**config.mk**
```make
export PLATFORM = sky130hd
export DESIGN_NAME = edge_pulse_meter
export DESIGN_NICKNAME = d
export VERILOG_FILES = /design/src/rtl/edge_pulse_meter.sv
export SDC_FILE = /design/constraint.sdc
export NUM_CORES = 1
export LEC_CHECK = 0
export ABC_AREA = 0
export CORE_MARGIN = 1
export CORE_UTILIZATION = 35
export DETAILED_ROUTE_END_ITERATION = 6
export PLACE_DENSITY_LB_ADDON = 0.25
export SKIP_LAST_GASP = 1
export SLEW_MARGIN = 10
export SYNTH_ARGS = -nofsm -noshare
export SYNTH_HDL_FRONTEND = slang
export SYNTH_SLANG_ARGS = --single-unit
```
**constraint.sdc**
```tcl
create_clock -name clk -period 3.48 [get_ports clk]
set_input_delay 0.522 -clock clk [delete_from_list [all_inputs] [get_ports clk]]
set_output_delay 0.522 -clock clk [all_outputs]
set_load 0.01 [all_outputs]
```
**src/rtl/edge_pulse_meter.sv**
```systemverilog
// edge_pulse_meter: measures high-pulse widths (pos_edge to the following neg_edge)
// in clk cycles and queues {sat, width} results in a small first-word fall-through
// FIFO drained over a valid/ready stream.
// Optional feature macro: EDGE_METER_GLITCH_EN. When it is defined, pulses narrower
// than MIN_WIDTH are discarded and counted on glitch_cnt.
//
// state | meaning
// ------+------------------------------------------------------------
// IDLE  | waiting for a rising edge; a lone falling edge is ignored
// MEAS  | line is high, cnt holds cycles elapsed since the rising edge
module edge_pulse_meter #(
  parameter int CNT_W      = 16,
  parameter int FIFO_DEPTH = 4,
  parameter int MIN_WIDTH  = 2
) (
  input  logic             clk,
  input  logic             rst,
  input  logic             pos_edge_i,
  input  logic             neg_edge_i,
  output logic             m_valid,
  input  logic             m_ready,
  output logic [CNT_W-1:0] m_width,
  output logic             m_sat,
  output logic             busy,
`ifdef EDGE_METER_GLITCH_EN
  output logic [7:0]       glitch_cnt,
`endif
  output logic             overflow
);

  localparam int AW = $clog2(FIFO_DEPTH);
  localparam logic [CNT_W-1:0] CNT_MAX = '1;
  localparam logic [CNT_W-1:0] CNT_ONE = CNT_W'(1);

  // Reject parameter values the pointer scheme and glitch filter cannot handle.
  if (FIFO_DEPTH < 2 || (FIFO_DEPTH & (FIFO_DEPTH - 1)) != 0) begin : g_depth_chk
    $error("edge_pulse_meter: FIFO_DEPTH must be a power of 2 and >= 2");
  end
  if (MIN_WIDTH < 0) begin : g_minw_chk
    $error("edge_pulse_meter: MIN_WIDTH must be non-negative");
  end

  typedef enum logic {IDLE, MEAS} state_t;

  state_t           state_q, state_d;
  logic [CNT_W-1:0] cnt_q, cnt_d;
  logic             sat_q, sat_d;
  logic             meas_done;
  logic             push_req;

  logic [CNT_W:0]   mem [FIFO_DEPTH];
  logic [AW:0]      wr_ptr, rd_ptr;
  logic             fifo_empty, fifo_full;
  logic             do_pop, do_push;
  logic [CNT_W:0]   head;

  // Measurement state, counter and saturation flag registers.
  always_ff @(posedge clk) begin
    if (rst) begin
      state_q <= IDLE;
      cnt_q   <= '0;
      sat_q   <= 1'b0;
    end else begin
      state_q <= state_d;
      cnt_q   <= cnt_d;
      sat_q   <= sat_d;
    end
  end

  // Next-state logic: start, restart, count with saturation, and completion.
  always_comb begin
    state_d   = state_q;
    cnt_d     = cnt_q;
    sat_d     = sat_q;
    meas_done = 1'b0;
    case (state_q)
      IDLE: begin
        if (pos_edge_i) begin
          state_d = MEAS;
          cnt_d   = CNT_ONE;
          sat_d   = 1'b0;
        end
      end
      MEAS: begin
        if (neg_edge_i) begin
          meas_done = 1'b1;
          state_d   = IDLE;
          cnt_d     = '0;
          sat_d     = 1'b0;
        end else if (pos_edge_i) begin
          // A missed falling edge: the new rising edge starts a fresh pulse.
          cnt_d = CNT_ONE;
          sat_d = 1'b0;
        end else begin
          if (cnt_q != CNT_MAX) cnt_d = cnt_q + CNT_ONE;
          sat_d = sat_q | (cnt_d == CNT_MAX);
        end
      end
      default: begin
        state_d = IDLE;
        cnt_d   = '0;
        sat_d   = 1'b0;
      end
    endcase
  end

  assign busy = (state_q == MEAS);

`ifdef EDGE_METER_GLITCH_EN
  localparam logic [31:0] MIN_W32 = MIN_WIDTH;
  logic glitch;

  assign glitch   = meas_done && (32'(cnt_q) < MIN_W32);
  assign push_req = meas_done && !glitch;

  // Saturating count of pulses discarded as too narrow.
  always_ff @(posedge clk) begin
    if (rst)                             glitch_cnt <= 8'd0;
    else if (glitch && glitch_cnt != 8'hFF) glitch_cnt <= glitch_cnt + 8'd1;
  end
`else
  assign push_req = meas_done;
`endif

  assign fifo_empty = (wr_ptr == rd_ptr);
  assign fifo_full  = (wr_ptr[AW] != rd_ptr[AW]) && (wr_ptr[AW-1:0] == rd_ptr[AW-1:0]);
  assign do_pop     = m_valid && m_ready;
  // A pop in the same cycle frees the slot, so a push into a full FIFO still lands.
  assign do_push    = push_req && (!fifo_full || do_pop);

  // FIFO pointers and the sticky drop flag.
  always_ff @(posedge clk) begin
    if (rst) begin
      wr_ptr   <= '0;
      rd_ptr   <= '0;
      overflow <= 1'b0;
    end else begin
      if (do_push) wr_ptr <= wr_ptr + 1'b1;
      if (do_pop)  rd_ptr <= rd_ptr + 1'b1;
      if (push_req && fifo_full && !do_pop) overflow <= 1'b1;
    end
  end

  // Result storage; contents are only visible through the empty-gated head.
  always_ff @(posedge clk) begin
    if (do_push) mem[wr_ptr[AW-1:0]] <= {sat_q, cnt_q};
  end

  assign head    = mem[rd_ptr[AW-1:0]];
  assign m_valid = !fifo_empty;
  assign m_width = fifo_empty ? '0   : head[CNT_W-1:0];
  assign m_sat   = fifo_empty ? 1'b0 : head[CNT_W];

endmodule

```
==> impl_metrics.env, run 1 <==
export IMPL_fin_nets=346
export IMPL_die_h_um=110
export IMPL_synthCells=300
export IMPL_track_usage_pct=14.6
export IMPL_leakage_uw=0.00163
export IMPL_dr_pass1_iters=6
export IMPL_mostFrequentLayoutCells="edfxtp_1 (68), o21ai_0 (28), dfxtp_1 (27)"
export IMPL_rows=39
export IMPL_arrival_ps=3060
export IMPL_hp_class="flip-flop to flip-flop"
export IMPL_fin_skew_ps=6.70
export IMPL_finalSetupViolCount=0
export IMPL_layout_commonest_cell="edfxtp_1"
export IMPL_place_area_sq_mm=0.00454
export IMPL_die_w_um=110
export IMPL_start_kind="flip-flop"
export IMPL_antenna_cells=0
export IMPL_drive_gt1_share_pct=13.9
export IMPL_fin_area_sq_mm=0.00490
export IMPL_clk_latency_ps=340
export IMPL_utilization_pct=43.1
export IMPL_grt_overflow_total=0
export IMPL_num_vias=2596
export IMPL_end_kind="flip-flop"
export IMPL_clock_root_buffer="clkbuf_16"
export IMPL_grt_setup_unrepaired="no"
export IMPL_ctsHoldBuffers=0
export IMPL_synth_ff_type="edfxtp_1"
export IMPL_cts_htree_levels=3
export IMPL_numCtsBuffers=9
export IMPL_synth_cell_type_count=42
export IMPL_synthToLayoutAreaGrowth_pct=20.0
export IMPL_cap_violations=0
export IMPL_hold_ws_ps=496
export IMPL_power_density_mw_per_mm2=543
export IMPL_synthArstFlopShare_pct=0
export IMPL_layout_min_cycle_time_ps=2800
export IMPL_floorplan_initialDensity_pct=35.9
export IMPL_drt_iter0_drc=230
export IMPL_ys_seq_elements=95
export IMPL_period_share_pct=80.5
export IMPL_antenna_found_initial=0
export IMPL_gp_congestion=0.906
export IMPL_worstSetupPathType="flip-flop to flip-flop"
export IMPL_synth_area_per_cell_sq_um=13.6
export IMPL_fmax_mhz=357
export IMPL_clkTransAtPathRegs_ps=60
export IMPL_num_io_pins=25
export IMPL_post_cts_buffers=0
export IMPL_cp_max_fo=10
export IMPL_drcViolationCount=0
export IMPL_worstMarginPinSlew_ps=882
export IMPL_vias_per_cell=5.39
export IMPL_finalHoldViolCount=0
export IMPL_status="finished clean"
export IMPL_fill_cells=1036
export IMPL_avgRoutedWirePerCell_um=16.5
export IMPL_slew_headroom_pct=41.2
export IMPL_tns_ps=0
export IMPL_die_area_sq_mm=0.0121
export IMPL_grt_pass1_vias=2459
export IMPL_cts_buffer_depth=2
export IMPL_required_ps=3740
export IMPL_cts_tree="built"
export IMPL_ant_nets=0
export IMPL_wl_mm=7.97
export IMPL_seq_area_frac_synth_pct=63.3
export IMPL_grt_start_max_net_pins=19
export IMPL_synthesis_area_sq_mm=0.00408
export IMPL_synth_edff_count=68
export IMPL_cts_resized=0
export IMPL_syn_num_nets=311
export IMPL_fp_coreArea_sq_mm=0.0114
export IMPL_port_buffers=24
export IMPL_yosys_warnings=0
export IMPL_hpwlAfterDp_mm=5.14
export IMPL_cts_sinks=95
export IMPL_grt_pass1_wl_mm=12.9
export IMPL_slew_viol_final=0
export IMPL_ir_worst_vdd_v=0.000178
==> per-layer routing <==
layer / vias up / global-route usage, % / part of all wire, %
met4: 0 / 7.90 / 1.8
met3: 10 / 2.18 / 4.8
met5: - / 0 / 0
li1: 1213 / - / -
met1: 1298 / 19.7 / 47
met2: 75 / 22.7 / 46
==> cells in the mapped netlist (all sizes together) (2+ instances only) <==
cell | number | area share (%)
or3 | 3 | 0.46
and2 | 4 | 0.61
inv | 8 | 0.74
or4 | 2 | 0.37
nor4 | 4 | 0.61
a31oi | 5 | 0.77
mux4 | 17 | 9.4
edfxtp | 68 | 50
nand4 | 4 | 1.1
xor2 | 4 | 0.86
nand3 | 7 | 0.98
a22o | 2 | 0.43
nor2 | 20 | 1.8
xnor2 | 6 | 1.3
mux2i | 3 | 0.74
nor2b | 17 | 2.6
buf | 4 | 0.46
a311o | 2 | 0.49
nor3 | 6 | 0.86
nand2 | 17 | 1.6
clkbuf | 7 | 0.64
and3 | 6 | 0.92
ha | 6 | 1.8
a21oi | 12 | 1.5
dfxtp | 27 | 13
o21ai | 28 | 3.4
==> per-stage QoR <==
step	power [uW]	instances	setup slack, ps
2_1_floorplan	1410	300	978
3_3_place_gp	1530	467	790
3_5_place_dp	1530	467	704
4_1_cts	2690	482	696
5_1_grt	2750	482	469
6_report	2660	482	678
==> power breakdown <==
group	switching, uW	internal [uW]
clock	386	771
sequential	11.9	1220
combinational	121	148
total	519	2140
==> worst max-delay path: stages (launching register included) <==
cell and delay [ps]:
dfxtp_1 490, ha_1 340, nand4_2 240, or4_1 720, nand3_2 130, o211ai_1 80, or4_1 490, o31ai_2 220
==> cells by family after synthesis <==
family                   synth area share (%)
AO/OA/AOI/OAI                            8.09
XOR/XNOR                                 2.15
adder cells (fa/ha/maj)                  1.84
buffers and inverters                    1.84
flip-flops                               63.3
multiplexers                             10.1
AND/OR/NAND/NOR                          12.7
==> registers in the layout (all words and copies together), names as in the netlist, named ones only <==
| name | flops |
|---|---|
| busy | 1 |
| cnt_q | 16 |
| mem | 68 |
| overflow | 1 |
| rd_ptr | 3 |
| sat_q | 1 |
| wr_ptr | 3 |
==> final timing paths <==
check           start       end  slack [ps]  depth (start not counted)
max reg2reg  cnt_q[0]     sat_q         680                          7
min reg2reg  overflow  overflow         500                          2
max          cnt_q[0]     sat_q         680                          7
min          overflow  overflow         500                          2
==> cell type report <==
class                      count  area [sq um]  area share [%]
timing repair buffer          35           323            6.59
tap                          143           179            3.65
clock buffer                  11           233            4.75
inverter                       8          30.0           0.613
clock inverter                 4           120            2.45
sequential                    95          2580            52.7
multi-input combinational    186          1430            29.2
(Power assumes the default switching activity.)
==> run 2, diff against run 1 <==
==> constraint.sdc (replaced) <==
create_clock -name clk -period 2.85 [get_ports clk]
set_input_delay 0.4275 -clock clk [delete_from_list [all_inputs] [get_ports clk]]
set_output_delay 0.4275 -clock clk [all_outputs]
set_load 0.01 [all_outputs]
==> run 2 against run 1 <==
Net effect:
- first-iteration DRC count rose by 4.3%
- die area unchanged
- final cell count grew 3.3%
- clock power about the same
- hold slack better by 16 ps
- sequential share of layout area decreased by 0.72 points
- clock skew rose by 4.5 ps
- global-route usage grew 0.76 points
- utilization rose by 0.59 points
- wire length rose by 2.8%
- worst setup slack got worse by 300 ps
- largest cell class unchanged
- combinational power up 26%
==> impl_metrics.env, run 2 (same netlist as run 1, synthesis figures left out) <==
export IMPL_dp_cells=482
export IMPL_drive_gt1_share_pct=18.3
export IMPL_cts_tree="built"
export IMPL_layout_min_cycle_time_ps=2470
export IMPL_cp_max_fo=17
export IMPL_cts_htree_levels=3
export IMPL_fmax_mhz=405
export IMPL_r2r_cells=6
export IMPL_track_usage_pct=15.4
export IMPL_grt_setup_unrepaired="no"
export IMPL_worstSetupPathType="flip-flop to primary output"
export IMPL_vias_per_cell=5.24
export IMPL_start_kind="flip-flop"
export IMPL_period_share_pct=86.6
export IMPL_rows=39
export IMPL_num_vias=2608
export IMPL_grt_pass1_vias=2575
export IMPL_fin_nets=361
export IMPL_avgRoutedWirePerCell_um=16.4
export IMPL_post_cts_buffers=0
export IMPL_clkTransAtPathRegs_ps=70
export IMPL_setup_ws_ps=383
export IMPL_cts_sinks=95
export IMPL_finalNonFillerCells=498
export IMPL_ant_nets=0
export IMPL_pwr_share_seq_pct=50.2
export IMPL_arrival_ps=2040
export IMPL_power_density_mw_per_mm2=604
export IMPL_worst_hold_path_num_cells=2
export IMPL_floorplan_initialDensity_pct=35.9
export IMPL_fin_skew_ps=11.2
export IMPL_slew_headroom_pct=37.9
export IMPL_status="finished clean"
export IMPL_ir_worst_vdd_v=0.000282
export IMPL_cts_buffer_depth=2
export IMPL_net_switching_power_uw=707
export IMPL_clkPwrFrac_pct=38.5
export IMPL_clk_latency_ps=340
export IMPL_die_h_um=110
export IMPL_finalHoldViolCount=0
export IMPL_die_area_sq_mm=0.0121
export IMPL_numCtsBuffers=9
export IMPL_grt_pass1_wl_mm=13.4
export IMPL_leakage_uw=0.00168
export IMPL_ctsHoldBuffers=0
export IMPL_required_ps=2420
export IMPL_grt_overflow_total=0
export IMPL_p_int_uw=2290
export IMPL_num_io_pins=25
export IMPL_pre_cts_slack_ps=254
export IMPL_p_comb_share_pct=11.3
export IMPL_end_kind="primary output"
export IMPL_cap_violations=0
export IMPL_fp_coreArea_sq_mm=0.0114
export IMPL_largest_reg_flops=68
export IMPL_synthToLayoutAreaGrowth_pct=21.6
export IMPL_hold_ws_ps=512
export IMPL_drt_iter0_drc=240
export IMPL_hp_class="flip-flop to flip-flop"
export IMPL_die_w_um=110
export IMPL_drcViolationCount=0
export IMPL_antenna_cells=0
export IMPL_tns_ps=0
export IMPL_grt_start_max_net_pins=19
export IMPL_dr_pass1_iters=5
export IMPL_hpwlAfterDp_mm=5.35
export IMPL_clock_root_buffer="clkbuf_16"
export IMPL_worstMarginPinSlew_ps=932
export IMPL_cts_resized=0
export IMPL_gp_congestion=0.880
export IMPL_antenna_found_initial=0
export IMPL_layout_commonest_cell="edfxtp_1"
export IMPL_slew_viol_final=0
export IMPL_switching_share_pct=23.6
export IMPL_mostFrequentLayoutCells="edfxtp_1 (68), o21ai_0 (28), dfxtp_1 (27)"
export IMPL_port_buffers=24
export IMPL_finalSetupViolCount=0
export IMPL_wl_mm=8.19
run 2: cell types whose count changed in the layout (fill, tap and decap cells not counted), sizes merged:
cell / before / now
inv: 8 / 9
clkbuf: 11 / 9
clkinv: 0 / 5
buf: 11 / 26
bufinv: 4 / 0
clkinvlp: 0 / 1
run 2: critical path, stage by stage, from the launching register on:
cell and delay, ps:
dfxtp_1 350, buf_12 190, mux4_2 530, nor2b_1 140
clkdlybuf4s50_1 480
run 2: cell type report:
class | instances | area, sq um
clock buffer | 9 | 225
clock inverter | 7 | 70.1
fill | 1064 | 6410
inverter | 8 | 30.0
multi-input combinational | 186 | 1430
sequential | 95 | 2580
tap | 143 | 179
timing repair buffer | 50 | 448
run 2: metal layers:
layer  vias up  GRT usage, %  wire length, um
met5         -             0                0
met4         0          7.62              244
met3        18          3.59              335
met2        78          23.2             3750
met1      1269          20.7             3860
li1       1243             -                -
run 2: final timing paths:
kind | from | to | slack, ps
min | overflow | overflow | 510
min reg2reg | overflow | overflow | 510
max | flip-flop | m_width[13] | 380
max reg2reg | cnt_q[8] | sat_q | 430
run 2: stage by stage:
stage / util, % / total power, uW / cell area [sq um]
2_1_floorplan: - / 1720 / 4080
3_3_place_gp: 41.1 / 1880 / 4670
3_5_place_dp: 41.1 / 1880 / 4670
4_1_cts: 43.7 / 3030 / 4960
5_1_grt: 43.7 / 3120 / 4960
6_report: 43.7 / 3000 / 4960
run 2: power by group through the flow:
stage	registers [uW]	logic [uW]	clock network [uW]
after floorplan	1530	185	0
after global placement	1530	346	0
after detailed placement	1530	348	0
after CTS	1500	349	1180
after global routing	1510	380	1240
final	1500	340	1150
